==> src/rtl/shift_sub_divider_pkg.sv <==
// ----------------------------------------------------------------------
// shift_sub_divider_pkg : shared widths and FSM state type.  Rev 1.0
// ----------------------------------------------------------------------
`default_nettype none

package shift_sub_divider_pkg;

  localparam int DEFAULT_N = 4;

  function automatic int cnt_width(input int n);
    return $clog2(n + 1);
  endfunction

  localparam int CNT_W = cnt_width(DEFAULT_N);

  typedef enum logic [1:0] {
    IDLE = 2'd0,
    RUN  = 2'd1,
    DONE = 2'd2
  } state_t;

endpackage

`default_nettype wire

==> src/rtl/shift_sub_divider_if.sv <==
// ----------------------------------------------------------------------
// shift_sub_divider_if : request/result bundle of the divider.  Rev 1.0
// ----------------------------------------------------------------------
`default_nettype none

interface shift_sub_divider_if
  import shift_sub_divider_pkg::*;
#(
  parameter int N = DEFAULT_N
);
  logic             start;
  logic [2*N-1:0]   dvd;
  logic [N-1:0]     dvs;
  logic [N-1:0]     q;
  logic [N-1:0]     r;
  logic             ready;
  logic             busy;
  logic             ovf;
  logic             divz;

  modport master (output start, dvd, dvs,
                  input  q, r, ready, busy, ovf, divz);
  modport slave  (input  start, dvd, dvs,
                  output q, r, ready, busy, ovf, divz);
endinterface

`default_nettype wire

==> src/rtl/shift_sub_divider_div_step.sv <==
// ----------------------------------------------------------------------
// div_step : one restoring shift-subtract iteration on W.  Rev 1.0
// ----------------------------------------------------------------------
`default_nettype none

module div_step
  import shift_sub_divider_pkg::*;
#(
  parameter int N = DEFAULT_N
) (
  input  logic [2*N-1:0] w,
  input  logic [N-1:0]   divisor,
  output logic [2*N-1:0] w_next
);

  logic [N:0]   trial;
  logic [N-1:0] diff;
  logic         take;

  always_comb begin
    trial  = w[2*N-1:N-1];
    take   = (trial >= {1'b0, divisor});
    // The partial remainder stays below the divisor, so the difference fits in N bits.
    diff   = trial[N-1:0] - divisor;
    w_next = take ? {diff, w[N-2:0], 1'b1} : {trial[N-1:0], w[N-2:0], 1'b0};
  end

endmodule

`default_nettype wire

==> src/rtl/shift_sub_divider.sv <==
// ----------------------------------------------------------------------
// shift_sub_divider : sequential restoring divider, 2N / N -> Q, R.  Rev 1.0
// ----------------------------------------------------------------------
`default_nettype none

module shift_sub_divider
  import shift_sub_divider_pkg::*;
#(
  parameter int N = DEFAULT_N
) (
  input  logic                clk,
  input  logic                rst,
  shift_sub_divider_if.slave  bus
);

  localparam int CW = cnt_width(N);

  state_t          state, state_next;
  logic [2*N-1:0]  w, w_next, step_w;
  logic [N-1:0]    divisor, divisor_next;
  logic [CW-1:0]   cnt, cnt_next;
  logic [N-1:0]    quot, quot_next;
  logic [N-1:0]    rem, rem_next;
  logic            ovf_flag, ovf_next;
  logic            divz_flag, divz_next;
  logic            divz_chk, ovf_chk;

  div_step #(.N(N)) u_step (
    .w       (w),
    .divisor (divisor),
    .w_next  (step_w)
  );

  always_comb begin
    state_next   = state;
    w_next       = w;
    divisor_next = divisor;
    cnt_next     = cnt;
    quot_next    = quot;
    rem_next     = rem;
    ovf_next     = ovf_flag;
    divz_next    = divz_flag;
    divz_chk     = (bus.dvs == '0);
    ovf_chk      = (bus.dvd[2*N-1:N] >= bus.dvs) && !divz_chk;

    if (bus.start) begin
      // A new request always wins, aborting any iteration in flight.
      w_next       = bus.dvd;
      divisor_next = bus.dvs;
      cnt_next     = '0;
      ovf_next     = ovf_chk;
      divz_next    = divz_chk;
      if (divz_chk || ovf_chk) begin
        state_next = DONE;
        quot_next  = '1;
        rem_next   = '0;
      end else begin
        state_next = RUN;
      end
    end else if (state == RUN) begin
      w_next   = step_w;
      cnt_next = cnt + CW'(1);
      if (cnt == CW'(N - 1)) begin
        state_next = DONE;
        quot_next  = step_w[N-1:0];
        rem_next   = step_w[2*N-1:N];
      end
    end
  end

  always_ff @(posedge clk) begin
    if (rst) begin
      state     <= IDLE;
      w         <= '0;
      divisor   <= '0;
      cnt       <= '0;
      quot      <= '0;
      rem       <= '0;
      ovf_flag  <= 1'b0;
      divz_flag <= 1'b0;
    end else begin
      state     <= state_next;
      w         <= w_next;
      divisor   <= divisor_next;
      cnt       <= cnt_next;
      quot      <= quot_next;
      rem       <= rem_next;
      ovf_flag  <= ovf_next;
      divz_flag <= divz_next;
    end
  end

  assign bus.q     = quot;
  assign bus.r     = rem;
  assign bus.ovf   = ovf_flag;
  assign bus.divz  = divz_flag;
  assign bus.ready = (state == DONE);
  assign bus.busy  = (state == RUN);

endmodule

`default_nettype wire

==> src/flat_wrapper.sv <==
// flat-port wrapper written by rule: the top's interface ports become plain ports
module shift_sub_divider_flat import shift_sub_divider_pkg::*;
#(
  parameter int N = DEFAULT_N
)
  (clk, rst, bus_start, bus_dvd, bus_dvs, bus_q, bus_r, bus_ready, bus_busy, bus_ovf, bus_divz);
  shift_sub_divider_if #(.N(N)) bus_i ();
  input  logic clk;
  input  logic rst;
  input wire logic [$bits(bus_i.start)-1:0] bus_start;
  input wire logic [$bits(bus_i.dvd)-1:0] bus_dvd;
  input wire logic [$bits(bus_i.dvs)-1:0] bus_dvs;
  output wire logic [$bits(bus_i.q)-1:0] bus_q;
  output wire logic [$bits(bus_i.r)-1:0] bus_r;
  output wire logic [$bits(bus_i.ready)-1:0] bus_ready;
  output wire logic [$bits(bus_i.busy)-1:0] bus_busy;
  output wire logic [$bits(bus_i.ovf)-1:0] bus_ovf;
  output wire logic [$bits(bus_i.divz)-1:0] bus_divz;
  assign bus_i.start = bus_start;
  assign bus_i.dvd = bus_dvd;
  assign bus_i.dvs = bus_dvs;
  assign bus_q = bus_i.q;
  assign bus_r = bus_i.r;
  assign bus_ready = bus_i.ready;
  assign bus_busy = bus_i.busy;
  assign bus_ovf = bus_i.ovf;
  assign bus_divz = bus_i.divz;
  shift_sub_divider #(.N(N)) u_core (.clk(clk), .rst(rst), .bus(bus_i));
endmodule
==> config.mk <==
export PLATFORM = sky130hd
export DESIGN_NAME = shift_sub_divider_flat
export DESIGN_NICKNAME = d
export VERILOG_FILES = /design/src/rtl/shift_sub_divider_pkg.sv /design/src/rtl/shift_sub_divider_if.sv /design/src/rtl/shift_sub_divider_div_step.sv /design/src/rtl/shift_sub_divider.sv /design/src/flat_wrapper.sv
export SDC_FILE = /design/constraint.sdc
export NUM_CORES = 1
export LEC_CHECK = 0
export BUFFER_PORTS_ARGS = -buffer_cell sky130_fd_sc_hd__buf_2
export CORE_MARGIN = 5
export CORE_UTILIZATION = 51
export DETAILED_ROUTE_END_ITERATION = 10
export PLACE_DENSITY = 0.83
export SYNTH_ARGS = -nofsm -noshare
export SYNTH_HDL_FRONTEND = slang
export SYNTH_SLANG_ARGS = --single-unit
==> constraint.sdc <==
create_clock -name clk -period 3.2 [get_ports clk]
set_input_delay 0.32 -clock clk [delete_from_list [all_inputs] [get_ports clk]]
set_output_delay 0.32 -clock clk [all_outputs]
set_load 0.03 [all_outputs]
== After elaboration in Yosys (flattened, before gate mapping) ==
Index checks and enable logic that the tools add are counted.
Word-level totals
  input port bits: 15
  word-level logic and storage cells: 40
  register bits after elaboration: 27
  output and inout port bits: 12
Operators by class
  reduce and logical (&&, ||, !) cells: 9
  magnitude comparators: 2
  add/subtract/negate cells: 2
  mux-type cells: 15
  equal/unequal tests: 4
Operator list (count)
  4-bit 2-to-1 mux: 8
  8-bit 2-to-1 mux: 3
  2-bit 2-to-1 mux: 4
  5-bit by 4-bit greater-or-equal comparator with 1-bit output: 1
  4-bit greater-or-equal comparator: 1
  4-bit logical NOT: 1
  2-bit nonzero test: 2
  4-bit subtractor: 1
  3-bit by 1-bit adder with 3-bit output, second input constant: 1
  3-bit by 2-bit == test with 1-bit output, second input constant: 1
  3-bit AND reduction: 1
  2-bit by 1-bit == test with 1-bit output, second input constant: 1
  2-bit == test, second input constant: 1
  2-bit by 1-bit != test with 1-bit output, second input constant: 1
  2-bit AND reduction: 1
  2-bit OR reduction: 1
  1-bit logical AND: 1
  1-bit logical NOT: 1
  1-bit logical OR: 1

== Logic depth before layout (Yosys ltp) ==
  word-level depth: 6
  mapped depth: 8
  mapped depth without buffers: 7

== Hierarchy ==
A second synthesis with hierarchy kept.
Unflattened totals
  cells, all modules: 161
  area total of the unflattened synthesis: 1586.5 um^2
Modules (own cells, without submodules)
  shift_sub_divider: times used 1, sequential area each 540.5 um^2, cells an instance 129, area each 1332.5 um^2
  div_step: times used 1, sequential area each 0.0 um^2, cells an instance 32, area each 254.0 um^2

== Worst setup path before layout ==
No wires, ideal clock.
  path kind: flip-flop to flip-flop
  start point: register u_core.w[4]
  end point: register u_core.rem[0] (netlist: u_core.bus.r[0])
  buffers on the path: 0
  library setup time: 92 ps
  stages on the path, launching flop included: 7
  setup slack: 1342 ps
  arrival time: 1766 ps
  period minus slack after synthesis: 1858 ps
  required time: 3108 ps
  path through: dfxtp_1 > ha_1 > nor2b_4 > o31a_4 > nor2_4 > mux2_2 > o32ai_1
Between the ends
  cells in the longest elaborated chain, start to end: 5
Ends and longest elaborated chain
  start, declared: line shift_sub_divider.sv:19  | logic [2*N-1:0] w, w_next, step_w;
  start signal, assigned: line shift_sub_divider.sv:83  | w <= w_next;
  5-bit by 4-bit greater-or-equal comparator with 1-bit output: line shift_sub_divider_div_step.sv:22  | take = (trial >= {1'b0, divisor});
  8-bit 2-to-1 mux: line shift_sub_divider_div_step.sv:25  | w_next = take ? {diff, w[N-2:0], 1'b1} : {trial[N-1:0], w[N-2:0], 1'b0};
  4-bit 2-to-1 mux: line shift_sub_divider.sv:63  | if (cnt == CW'(N - 1)) begin
  4-bit 2-to-1 mux: line shift_sub_divider.sv:60  | end else if (state == RUN) begin
  4-bit 2-to-1 mux: line shift_sub_divider.sv:46  | if (bus.start) begin
  end signal, assigned: line shift_sub_divider.sv:87  | rem <= rem_next;
  end, declared: line shift_sub_divider.sv:23  | logic [N-1:0] rem, rem_next;
Every way passes these cells. The select of a mux whose other input is x is not followed.
A chain may end at the register's enable or synchronous reset.

== Final worst setup path ==
Ends and elaborated chain as after synthesis.

==> results.md <==
- Die Wd: 63.8 um
- Worst skew pair latency: 330 ps
- Lkg Pwr: 0.712 nW
- Max Fclk: 491 MHz
- Hold WS: 220 ps
- Worst EP arrival: 2290 ps
- Register area: 541 sq um
- Async S/R FF share, synth: 0
- First-pass GRT wire length: 5630 um
- CTS Buffer Depth: 2
- Iter 0 DRT Violations: 50
- IO Count: 27
- Final GP Congestion: 0.901
- CP Max Fanout: 7
- Max VDD drop: 341 uV
- Vias/cell: 5.83
- Final instance area: 1630 sq um
- Routed Wire Length: 3200 um
- Max-cap violations: 0
- Area of the multi-input gates: 837 sq um
- Initial antenna violation count: 0
- Drt pass-1 iters: 4
- Final Setup Violations: 0
- Number of global-route vias before repair: 1307
- Die ar.: 4070 sq um
- Share of cells above drive strength 1: 0.203
- Initial Util: 0.534
- Root Driver: clkbuf_4
- ANT nets after route: 0
- Synth Net Count: 196
- Setup slack, reg-to-reg: 1170 ps
- Tot Pwr: 716 uW
- Via count: 1301
- Worst setup margin: 1170 ps
- Average size of a mapped cell: 8.67 sq um
- WL per Instance: 14.4 um
- Critical path launch point type: flip-flop
- Final cycle utilization of the critical path: 0.636
- Critical path class: reg2reg
- Largest net degree at the start of global routing: 31
- Post-layout util: 0.591
- Gr usage total: 0.164
- Synthesized flop and latch total: 27
- Final net count: 219
- Status: finished clean
- Ys flop type: dfxtp_1
- Crit path time final: 2030 ps
- IO buf count: 26
- Synth Instances: 170
- Synth cell types: 45
- Cts repair resizes: 0
- Layout fillers: 247
- GRT overflow: 0
- Inst Count DP: 219
- CTS tree: built
- Clk sinks: 27
- Yosys top cell area share: 0.367
- Area after DPL: 1600 sq um
- RSZ-0062 raised after global routing: no
- Yosys Warn Count: 0
- Clock slew at reported path FFs: 150 ps
- Max Slew Vio Count: 0
- Cell with the most instances after synthesis: dfxtp_1
- Number of synthesized flops with an enable pin: 0
- Hold Violations, Final: 0
- P per Cell Area: 440 nW/um^2
- Post-Synthesis Cell Area: 1470 sq um
- Slew headroom: 0.628
- CORE AREA: 2760 sq um
- Seq/Total Area, Yosys: 0.367
- DP Worst Slack: 1200 ps
- Antenna diode count: 0
- HP Class: in2reg
- Post-CTS setup buffer count: 0
- Crit. End Element: flip-flop
- DRC Markers: 0
- Fin cells: 223
- CTS Hold Bufs: 0
- Setup TNS: 0 ps
- Top cells by count, synth: dfxtp_1 (27), nor2_1 (20), nand2_1 (15)
- Worst slew pin tran: 559 ps
- Clock skew: 4.61 ps
- FP Rows: 19
- Die Y: 63.8 um
- Post-synth top area cell: dfxtp_1
- Critical path data required time: 3450 ps
- Final HPWL from detailed placement: 2500 um
- Num CTS Buffers: 3
- H-tree depth: 1
- Synthesis-to-finish area growth: 10.5%
- Main area contributors after synthesis: dfxtp_1 (37%), ha_1 (8.5%), nor2_1 (5.1%)
routing by layer:
metal	GRT usage	vias to the layer above	wire length [um]
met5	0	-	0
met4	0.0519	0	24
met3	0.0350	2	224
met2	0.258	50	1480
met1	0.225	605	1470
li1	-	644	-
area by class of cell:
cell class,count,area share
sequential,27,0.332
clock buffer,3,0.0138
multi-input combinational,121,0.514
clock inverter,1,0.00461
inverter,14,0.0323
timing repair buffer,26,0.0799
tap,31,0.0238
worst paths after layout:
check                  startpoint         endpoint  cells past startpoint
setup / recovery      u_core.w[4]  u_core.bus.r[0]                      6
hold / removal         bus_dvd[3]      u_core.w[3]                      3
setup reg to reg      u_core.w[4]  u_core.bus.r[0]                      6
hold reg to reg   u_core.bus.divz  u_core.bus.divz                      2
flip-flops by register name (all words and copies together) (netlist names):
| signal | cells |
|---|---|
| u_core.w | 8 |
| u_core.bus.q | 4 |
| u_core.bus.r | 4 |
| u_core.divisor | 4 |
| u_core.cnt | 3 |
| u_core.state | 2 |
| u_core.bus.divz | 1 |
| u_core.bus.ovf | 1 |
power breakdown:
part | switching [mW] | internal (mW) | total [mW]
Sequential | 0.0138 | 0.356 | 0.370
Combinational | 0.118 | 0.0764 | 0.194
Clock | 0.104 | 0.0479 | 0.152
Total | 0.236 | 0.480 | 0.716
worst max-delay path, cell delays in order (launching register included):
cell	delay, ps
dfxtp_1	470
ha_1	280
nor2b_4	140
o31a_4	310
nor2_4	180
mux2_2	370
o32ai_1	210
cell families after synthesis:
| group | after synthesis | synth area share |
|---|---|---|
| muxes | 7 | 0.0484 |
| xor gates and xnor gates | 2 | 0.0119 |
| AOI/OAI and AO/OA | 37 | 0.186 |
| buffers and inverters | 22 | 0.0654 |
| and+or+nand+nor | 64 | 0.223 |
| adders and majority gates | 11 | 0.0985 |
| DFF | 27 | 0.367 |
layout by cell type, fill, tap and decap left out, types with 6 or more instances in the layout:
cell type | netlist | layout
mux2i_1 | 6 | 6
nor2_1 | 20 | 20
buf_2 | 2 | 26
nand2_1 | 15 | 15
a21oi_1 | 12 | 12
inv_1 | 14 | 14
dfxtp_1 | 27 | 27
ha_1 | 10 | 10
nor3_1 | 9 | 9
(Power assumes the default switching activity.)
